[src/rtl/axi_aw_write_arbiter.sv]
// Two-master, single-outstanding AXI write arbiter: round-robin AW grant,
// W beats routed from the granted master, B response steered back by ID tag.
module axi_aw_write_arbiter #(
  parameter int ID_W   = 4,
  parameter int ADDR_W = 32,
  parameter int DATA_W = 32,
  parameter int LEN_W  = 4
) (
  input  logic                  clock,
  input  logic                  reset,
  input  logic [ID_W-1:0]       m0_awid,
  input  logic [ADDR_W-1:0]     m0_awaddr,
  input  logic [LEN_W-1:0]      m0_awlen,
  input  logic [2:0]            m0_awsize,
  input  logic [1:0]            m0_awburst,
  input  logic                  m0_awvalid,
  output logic                  m0_awready,
  input  logic [DATA_W-1:0]     m0_wdata,
  input  logic [DATA_W/8-1:0]   m0_wstrb,
  input  logic                  m0_wlast,
  input  logic                  m0_wvalid,
  output logic                  m0_wready,
  output logic [ID_W-1:0]       m0_bid,
  output logic [1:0]            m0_bresp,
  output logic                  m0_bvalid,
  input  logic                  m0_bready,
  input  logic [ID_W-1:0]       m1_awid,
  input  logic [ADDR_W-1:0]     m1_awaddr,
  input  logic [LEN_W-1:0]      m1_awlen,
  input  logic [2:0]            m1_awsize,
  input  logic [1:0]            m1_awburst,
  input  logic                  m1_awvalid,
  output logic                  m1_awready,
  input  logic [DATA_W-1:0]     m1_wdata,
  input  logic [DATA_W/8-1:0]   m1_wstrb,
  input  logic                  m1_wlast,
  input  logic                  m1_wvalid,
  output logic                  m1_wready,
  output logic [ID_W-1:0]       m1_bid,
  output logic [1:0]            m1_bresp,
  output logic                  m1_bvalid,
  input  logic                  m1_bready,
  output logic [ID_W+3:0]       s_awid,
  output logic [ADDR_W-1:0]     s_awaddr,
  output logic [LEN_W-1:0]      s_awlen,
  output logic [2:0]            s_awsize,
  output logic [1:0]            s_awburst,
  output logic                  s_awvalid,
  input  logic                  s_awready,
  output logic [DATA_W-1:0]     s_wdata,
  output logic [DATA_W/8-1:0]   s_wstrb,
  output logic                  s_wlast,
  output logic                  s_wvalid,
  input  logic                  s_wready,
  input  logic [ID_W+3:0]       s_bid,
  input  logic [1:0]            s_bresp,
  input  logic                  s_bvalid,
  output logic                  s_bready,
  output logic                  err_wlast
);

  typedef enum logic [1:0] {IDLE, ADDR, DATA, RESP} state_t;

  state_t           r_state;
  logic             r_grant;
  logic             r_rr_last;
  logic [LEN_W-1:0] r_beat_cnt;

  logic       w_req, w_grant_c, w_aw_hs;
  logic       w_in_data, w_in_resp, w_w_hs, w_b_hs, w_mg_wlast;
  logic [3:0] w_tag;

  // Tie goes to the master that did not win last time.
  assign w_req     = m0_awvalid | m1_awvalid;
  assign w_grant_c = (m0_awvalid & m1_awvalid) ? ~r_rr_last : m1_awvalid;
  assign w_aw_hs   = (r_state == IDLE) & w_req;

  assign m0_awready = w_aw_hs & ~w_grant_c;
  assign m1_awready = w_aw_hs &  w_grant_c;

  assign w_in_data = (r_state == DATA);
  assign w_in_resp = (r_state == RESP);

  // NOTE: every output of this block gets a value on every path, so no latch is inferred.
  always_comb begin
    s_wdata    = r_grant ? m1_wdata  : m0_wdata;
    s_wstrb    = r_grant ? m1_wstrb  : m0_wstrb;
    s_wvalid   = w_in_data & (r_grant ? m1_wvalid : m0_wvalid);
    w_mg_wlast = r_grant ? m1_wlast  : m0_wlast;
  end

  // Framing comes from the beat counter, not from the master's wlast.
  assign s_wlast   = w_in_data & (r_beat_cnt == s_awlen);
  assign m0_wready = w_in_data & ~r_grant & s_wready;
  assign m1_wready = w_in_data &  r_grant & s_wready;
  assign w_w_hs    = s_wvalid & s_wready;

  assign w_tag     = s_bid[ID_W+3:ID_W];
  assign m0_bvalid = w_in_resp & s_bvalid & (w_tag == 4'd0);
  assign m1_bvalid = w_in_resp & s_bvalid & (w_tag == 4'd1);
  assign m0_bid    = s_bid[ID_W-1:0];
  assign m1_bid    = s_bid[ID_W-1:0];
  assign m0_bresp  = s_bresp;
  assign m1_bresp  = s_bresp;
  // Responses carrying an unknown tag are sunk so the FSM cannot stall.
  assign s_bready  = w_in_resp & ((w_tag == 4'd0) ? m0_bready :
                                  (w_tag == 4'd1) ? m1_bready : 1'b1);
  assign w_b_hs    = s_bvalid & s_bready;

  // NOTE: sequential state uses non-blocking assignments so all registers update together.
  always_ff @(posedge clock) begin
    if (reset) begin
      r_state    <= IDLE;
      r_grant    <= 1'b0;
      r_rr_last  <= 1'b1;
      r_beat_cnt <= '0;
      s_awid     <= '0;
      s_awaddr   <= '0;
      s_awlen    <= '0;
      s_awsize   <= '0;
      s_awburst  <= '0;
      s_awvalid  <= 1'b0;
      err_wlast  <= 1'b0;
    end else begin
      case (r_state)
        IDLE: if (w_req) begin
          s_awid     <= {3'b000, w_grant_c, (w_grant_c ? m1_awid : m0_awid)};
          s_awaddr   <= w_grant_c ? m1_awaddr  : m0_awaddr;
          s_awlen    <= w_grant_c ? m1_awlen   : m0_awlen;
          s_awsize   <= w_grant_c ? m1_awsize  : m0_awsize;
          s_awburst  <= w_grant_c ? m1_awburst : m0_awburst;
          s_awvalid  <= 1'b1;
          r_grant    <= w_grant_c;
          r_rr_last  <= w_grant_c;
          r_beat_cnt <= '0;
          r_state    <= ADDR;
        end
        ADDR: if (s_awready) begin
          s_awvalid <= 1'b0;
          r_state   <= DATA;
        end
        DATA: if (w_w_hs) begin
          r_beat_cnt <= r_beat_cnt + LEN_W'(1);
          if (w_mg_wlast != s_wlast) err_wlast <= 1'b1;
          if (s_wlast) r_state <= RESP;
        end
        RESP: if (w_b_hs) r_state <= IDLE;
        default: r_state <= IDLE;
      endcase
    end
  end

endmodule

[config.mk]
export PLATFORM = sky130hd
export DESIGN_NAME = axi_aw_write_arbiter
export DESIGN_NICKNAME = d
export VERILOG_FILES = /design/src/rtl/axi_aw_write_arbiter.sv
export SDC_FILE = /design/constraint.sdc
export NUM_CORES = 1
export LEC_CHECK = 0
export CORE_AREA = 2 2 113 115
export CTS_CLUSTER_DIAMETER = 80
export DETAILED_ROUTE_END_ITERATION = 10
export DIE_AREA = 0 0 115 117
export DONT_BUFFER_PORTS = 1
export SLEW_MARGIN = 20
export SYNTH_ARGS = -nofsm -noshare
export SYNTH_HDL_FRONTEND = slang
export SYNTH_SLANG_ARGS = --single-unit
[constraint.sdc]
create_clock -name clock -period 3.7 [get_ports clock]
set_input_delay 0.37 -clock clock [delete_from_list [all_inputs] [get_ports clock]]
set_output_delay 0.37 -clock clock [all_outputs]
set_load 0.1 [all_outputs]
==> results of run 1 <==
[final timing paths]
kind,start,end,slack [ns]
min reg2reg,r_beat_cnt[1]$_SDFFE_PP0P_,r_beat_cnt[1]$_SDFFE_PP0P_,0.50
min,reset,s_awlen[0]$_SDFFE_PP0P_,0.13
max reg2reg,r_state[0]$_SDFFE_PP0P_,s_awid[1]$_SDFFE_PP0P_,1.41
max,r_grant$_SDFFE_PP0P_,s_wdata[22],1.10
[kinds of logic after synthesis]
group / Yosys count / share of synthesized area, %
xor+xnor: 7 / 2.08
flops: 55 / 37.4
fa+ha+maj: 6 / 2.55
compound gates: 66 / 21.7
other cells: 1 / 0.127
buf+inv: 52 / 10.2
mux: 39 / 14.9
simple gates: 73 / 11.0
[final cells by class]
class,instances,area [um2]
diodes,2,5.00
multi-input cells,194,1580
flip-flops and latches,55,1100
inverters,9,33.8
clock inverters,3,46.3
repair buffers,9,67.6
clock buffers,5,125
well taps,150,188
fillers,1302,9170
[cell usage in the layout, fill, tap and decap left out, types with 3 or more instances in the layout]
| master | count |
|---|---|
| nand2_1 | 8 |
| mux2_2 | 36 |
| nor2_2 | 4 |
| clkbuf_16 | 5 |
| buf_4 | 9 |
| nor2_1 | 49 |
| ha_1 | 6 |
| inv_1 | 8 |
| a21oi_1 | 4 |
| dfxtp_1 | 54 |
| a222oi_1 | 45 |
| conb_1 | 3 |
| xor2_1 | 6 |
[through the flow]
stage	power (W)	worst slack, ns
after floorplan	0.00320	0.979
after global placement	0.00329	1.47
after detailed placement	0.00333	1.37
after CTS	0.00390	1.08
after global routing	0.00403	1.01
final	0.00387	1.10
[synth_stat cells]
library cell and n:
mux2i_2 1, buf_6 2, clkbuf_1 8, o22ai_2 1, nor3_1 1, o21ai_2 1
and2_1 1, nand3_2 1, a21oi_2 2, and3_1 2, nor4_4 1, nand3_1 2
buf_2 12, a222oi_1 45, nor2b_1 1, inv_1 8, conb_1 1, mux2_2 36
xor2_1 6, o21ai_1 1, nor2_1 52, nand4b_1 1, clkbuf_2 1, nand4_1 1
o311ai_0 1, o311a_1 1, inv_2 1, o21ai_0 2, o221ai_4 1, buf_4 20
a211o_1 1, nor2_2 1, a21boi_2 2, a21oi_4 1, nand2_1 8, o41ai_1 1
dfxtp_1 55, o211ai_1 1, a21oi_1 5, or3_1 1, mux2i_1 2, xnor2_1 1
ha_1 6
[registers in the layout, indices dropped and copies added (netlist names)]
signal / cells
s_awaddr: 32
r_beat_cnt: 4
s_awid: 4
s_awlen: 4
s_awsize: 3
r_state: 2
s_awburst: 2
err_wlast: 1
r_grant: 1
r_rr_last: 1
s_awvalid: 1
[metal layers]
metal | GRT usage (%) | wire length [um] | vias to the layer above
li1 | - | - | 1066
met1 | 13.9 | 3460 | 1102
met2 | 23.8 | 5150 | 202
met3 | 5.30 | 1220 | 9
met4 | 5.14 | 124 | 0
met5 | 0 | 0 | -
[power by group]
| part | switching [W] | internal, W | total (W) |
|---|---|---|---|
| clock network | 0.000233 | 0.000322 | 0.000555 |
| logic | 0.00123 | 0.000408 | 0.00164 |
| registers | 0.000939 | 0.000734 | 0.00167 |
| total | 0.00241 | 0.00146 | 0.00387 |
[critical path, cell delays in order, from the launching register on]
cell	delay, ns
dfxtp_2	0.82
buf_4	0.48
mux2_2	0.61
==> run summary, run 1 <==
maxcap violations -> 0
Vias -> 2,379
endpoints failing hold -> 0
GRT Residual Overflow -> 0
CP Capture Type -> output pin
initial antenna violation count -> 2
Yosys reg bits -> 55
final core utilization -> 25.5%
Slew HR -> 20.7%
die height -> 117 um
1st-iter DRT viols -> 248
Final period util -> 70.3%
leakage -> 1.14 nW
number of global-route vias before repair -> 2,207
Post-DP Area -> 2970 um2
RSZ-0062 raised after global routing -> no
DP Wirelength -> 7.97 mm
max-slew violations -> 0
maximum vdd drop -> 438 uV
setup bufs post-CTS -> 0
crit path max fanout -> 30
worst skew pair latency -> 0.30 ns
Initial Util -> 23.9%
# setup viols final -> 0
clk slew on worst S/H paths -> 0.07 ns
worst-margin pin slew -> 1.19 ns
Fin Hold WS -> 0.133 ns
Max Fclk -> 384 MHz
Placer Congestion -> 0.807
sequential share of the synthesized area -> 37.4%
Num CTS Buffers -> 5
Avg Inst Size Synth -> 9.85 um2
Root Driver -> clkbuf_16
input/output buffers -> 0
io pins -> 293
setup TNS -> 0 ns
final wirelength -> 9.95 mm
share of cells above drive strength 1 -> 26.2%
count of cell types in the netlist -> 43
area leader, netlist -> dfxtp_1
Hold Path Stages -> 1
Die Wd -> 115 um
Hold/Removal Path Class -> in2reg
Data arrival, critical path -> 2.23 ns
Setup Crit Path Kind -> reg2out
P per Cell Area -> 1230 nW/um2
Yosys top cell area share -> 37.4%
Rows -> 41
TritonCTS Sinks -> 55
Ys Warns -> 0
Reg2Reg Depth -> 7
Area growth syn-to-layout -> 6.84%
WL per Instance -> 23.3 um
largest net degree at the start of global routing -> 54
Synth area leaders -> dfxtp_1 37%, a222oi_1 15%, mux2_2 14%
nets -> 465
global-route wire length before repair -> 13.1 mm
type of origin of the critical path -> register
vias per cell -> 5.57
Final Cell Area -> 3150 um2
clock skew -> 0.00498 ns
Placed Cells -> 417
CTS tree -> done
Detail Route Antenna Nets -> 0
run status -> completed
fin cells -> 427
Post-Syn Instances -> 299
crit path time final -> 2.60 ns
die area -> 13,500 um2
drt pass-1 iters -> 9
CTS max path bufs -> 2
Residual DRC -> 0
Core ar. -> 12,300 um2
hold buffers post-CTS -> 0
mapped cell area -> 2940 um2
overall track demand over capacity in global routing -> 13.3%
WP data required -> 3.33 ns
post-CTS sizing -> 0
H-tree levels -> 2
No activity file was read; power rests on OpenSTA's default activity.
==> run 2: changes to the inputs <==
==> constraint.sdc (replaced) <==
create_clock -name clock -period 2.5 [get_ports clock]
set_input_delay 0.25 -clock clock [delete_from_list [all_inputs] [get_ports clock]]
set_output_delay 0.25 -clock clock [all_outputs]
set_load 0.1 [all_outputs]
==> run 2 against run 1 <==
Compared with the run above: design area rose by 13%; via count grew 11%; register-to-register slack got worse by 0.74 ns; utilization grew 3.3 points; clock skew fell by 0.00061 ns; critical path type unchanged; clock-buffer cell count rose by 1.
==> run summary, run 2 (synthesis gave the netlist of run 1 again) <==
die height -> 117 um (unchanged)
global-route wire length before repair -> 13.5 mm (+3.2%)
ant diodes -> 0 (-2)
io pins -> 293 (unchanged)
Die Wd -> 115 um (unchanged)
Fin Hold WS -> 0.0273 ns (-0.106 ns)
setup bufs post-CTS -> 0 (unchanged)
filler cell count -> 1,281 (-1.6%)
crit-path cells -> buf_4 -> mux2_2
WP data required -> 2.25 ns (-1.08 ns)
Residual DRC -> 0 (unchanged)
Placer Congestion -> 0.762 (-5.6%)
GRT Residual Overflow -> 0 (unchanged)
P per Cell Area -> 1670 nW/um2 (+36%)
Initial Util -> 23.9% (unchanged)
worst-margin pin slew -> 0.702 ns (-0.488 ns)
CTS tree -> done
Core ar. -> 12,300 um2 (unchanged)
Root Driver -> clkbuf_16
largest net degree at the start of global routing -> 54 (unchanged)
endpoints failing hold -> 0 (unchanged)
Detail Route Antenna Nets -> 0 (unchanged)
type of origin of the critical path -> register
commonest non-fill, non-tap cells in the layout -> 56 x buf_4, 54 x dfxtp_1, 49 x nor2_1
Hold/Removal Path Class -> in2reg
CTS max path bufs -> 2 (unchanged)
worst skew pair latency -> 0.29 ns (about the same)
vias per cell -> 5.54 (-0.53%)
WL per Instance -> 21.4 um (-8.2%)
Setup Crit Path Kind -> reg2out
Register Area -> 1100 um2 (unchanged)
most common cell after layout, fill and taps aside -> buf_4
Placed Cells -> 468 (+12%)
share of cells above drive strength 1 -> 37.7% (+12 points)
setup TNS -> 0 ns (unchanged)
maxcap violations -> 0 (unchanged)
Final period util -> 82.4%
fin cells -> 476 (+11%)
crit path time final -> 2.06 ns
max-slew violations -> 0 (unchanged)
Max Fclk -> 486 MHz
Reg with most FFs -> s_awaddr
crit-path max cell delay -> 0.64 ns (-0.18 ns)
maximum vdd drop -> 533 uV (+22%)
input/output buffers -> 0 (unchanged)
CP Capture Type -> output pin
final wirelength -> 10.2 mm (+2.4%)
post-CTS sizing -> 0 (unchanged)
initial antenna violation count -> 0 (-2)
Num CTS Buffers -> 5 (unchanged)
leakage -> 1.42 nW (+24%)
number of global-route vias before repair -> 2,471 (+12%)
max FFs per register -> 32 (unchanged)
TritonCTS Sinks -> 55 (unchanged)
nets -> 516 (+11%)
hold buffers post-CTS -> 0 (unchanged)
H-tree levels -> 2 (unchanged)
overall track demand over capacity in global routing -> 13.2% (-0.059 points)
footprint of the multi-input gates -> 1580 um2 (about the same)
Top Family by Delay on Critical Path -> flip-flops
Bufs and invs on worst path -> 1 (unchanged)
crit path max fanout -> 22 (-27%)
Area growth syn-to-layout -> 20.7%
run status -> completed
Vias -> 2,638 (+11%)
Rows -> 41 (unchanged)
Data arrival, critical path -> 1.81 ns (-0.42 ns)
clock skew -> 0.00437 ns (-0.000608 ns)
critical path's slowest cell -> dfxtp_2
clk slew on worst S/H paths -> 0.07 ns (about the same)
# setup viols final -> 0 (unchanged)
die area -> 13,500 um2 (unchanged)
drt pass-1 iters -> 8 (-1)
DP Wirelength -> 8.27 mm (+3.7%)
1st-iter DRT viols -> 220 (-11%)
RSZ-0062 raised after global routing -> no
Slew HR -> 53.0% (+32 points)
## run 2: power by group
part	switching, W	internal [W]	total (W)
Combinational	0.00316	0.000911	0.00407
Sequential	0.000118	0.00109	0.00121
Clock	0.000299	0.000370	0.000669
## run 2: final timing paths
check	startpoint	end	slack, ns	depth (start not counted)
max	r_grant$_SDFFE_PP0P_	s_wdata[21]	0.44	2
min	reset	s_awaddr[26]$_SDFFE_PP0P_	0.03	1
max reg2reg	r_state[0]$_SDFFE_PP0P_	r_beat_cnt[3]$_SDFFE_PP0P_	0.67	7
min reg2reg	err_wlast$_SDFFE_PP0P_	err_wlast$_SDFFE_PP0P_	0.50	2
## run 2: layer usage
layer | track usage (%) | share of wire (%) | vias to the layer above
met1 | 15.1 | 37 | 1261
li1 | - | - | 1166
met5 | 0 | 0 | -
met2 | 24.7 | 53 | 197
met3 | 3.19 | 9.0 | 14
met4 | 3.37 | 1.5 | 0
## run 2: through the flow
stage               util [%]  setup slack, ns  power (W)  area (um2)
CTS                     28.9            0.420    0.00600        3550
finish                  28.9            0.440    0.00595        3550
global placement        27.5            0.748    0.00519        3380
global route            28.9            0.346    0.00620        3550
detailed placement      27.7            0.678    0.00531        3410
floorplan                  -            0.152    0.00474        2950
## run 2: final cells by class
cell class                      instances  share of cell area (%)
Sequential cell                        55                    31.0
Clock buffer                            6                    3.63
Tap cell                              150                    5.28
Multi-Input combinational cell        194                    44.5
Inverter                                9                   0.951
Timing Repair Buffer                   60                    14.3
Clock inverter                          2                   0.352
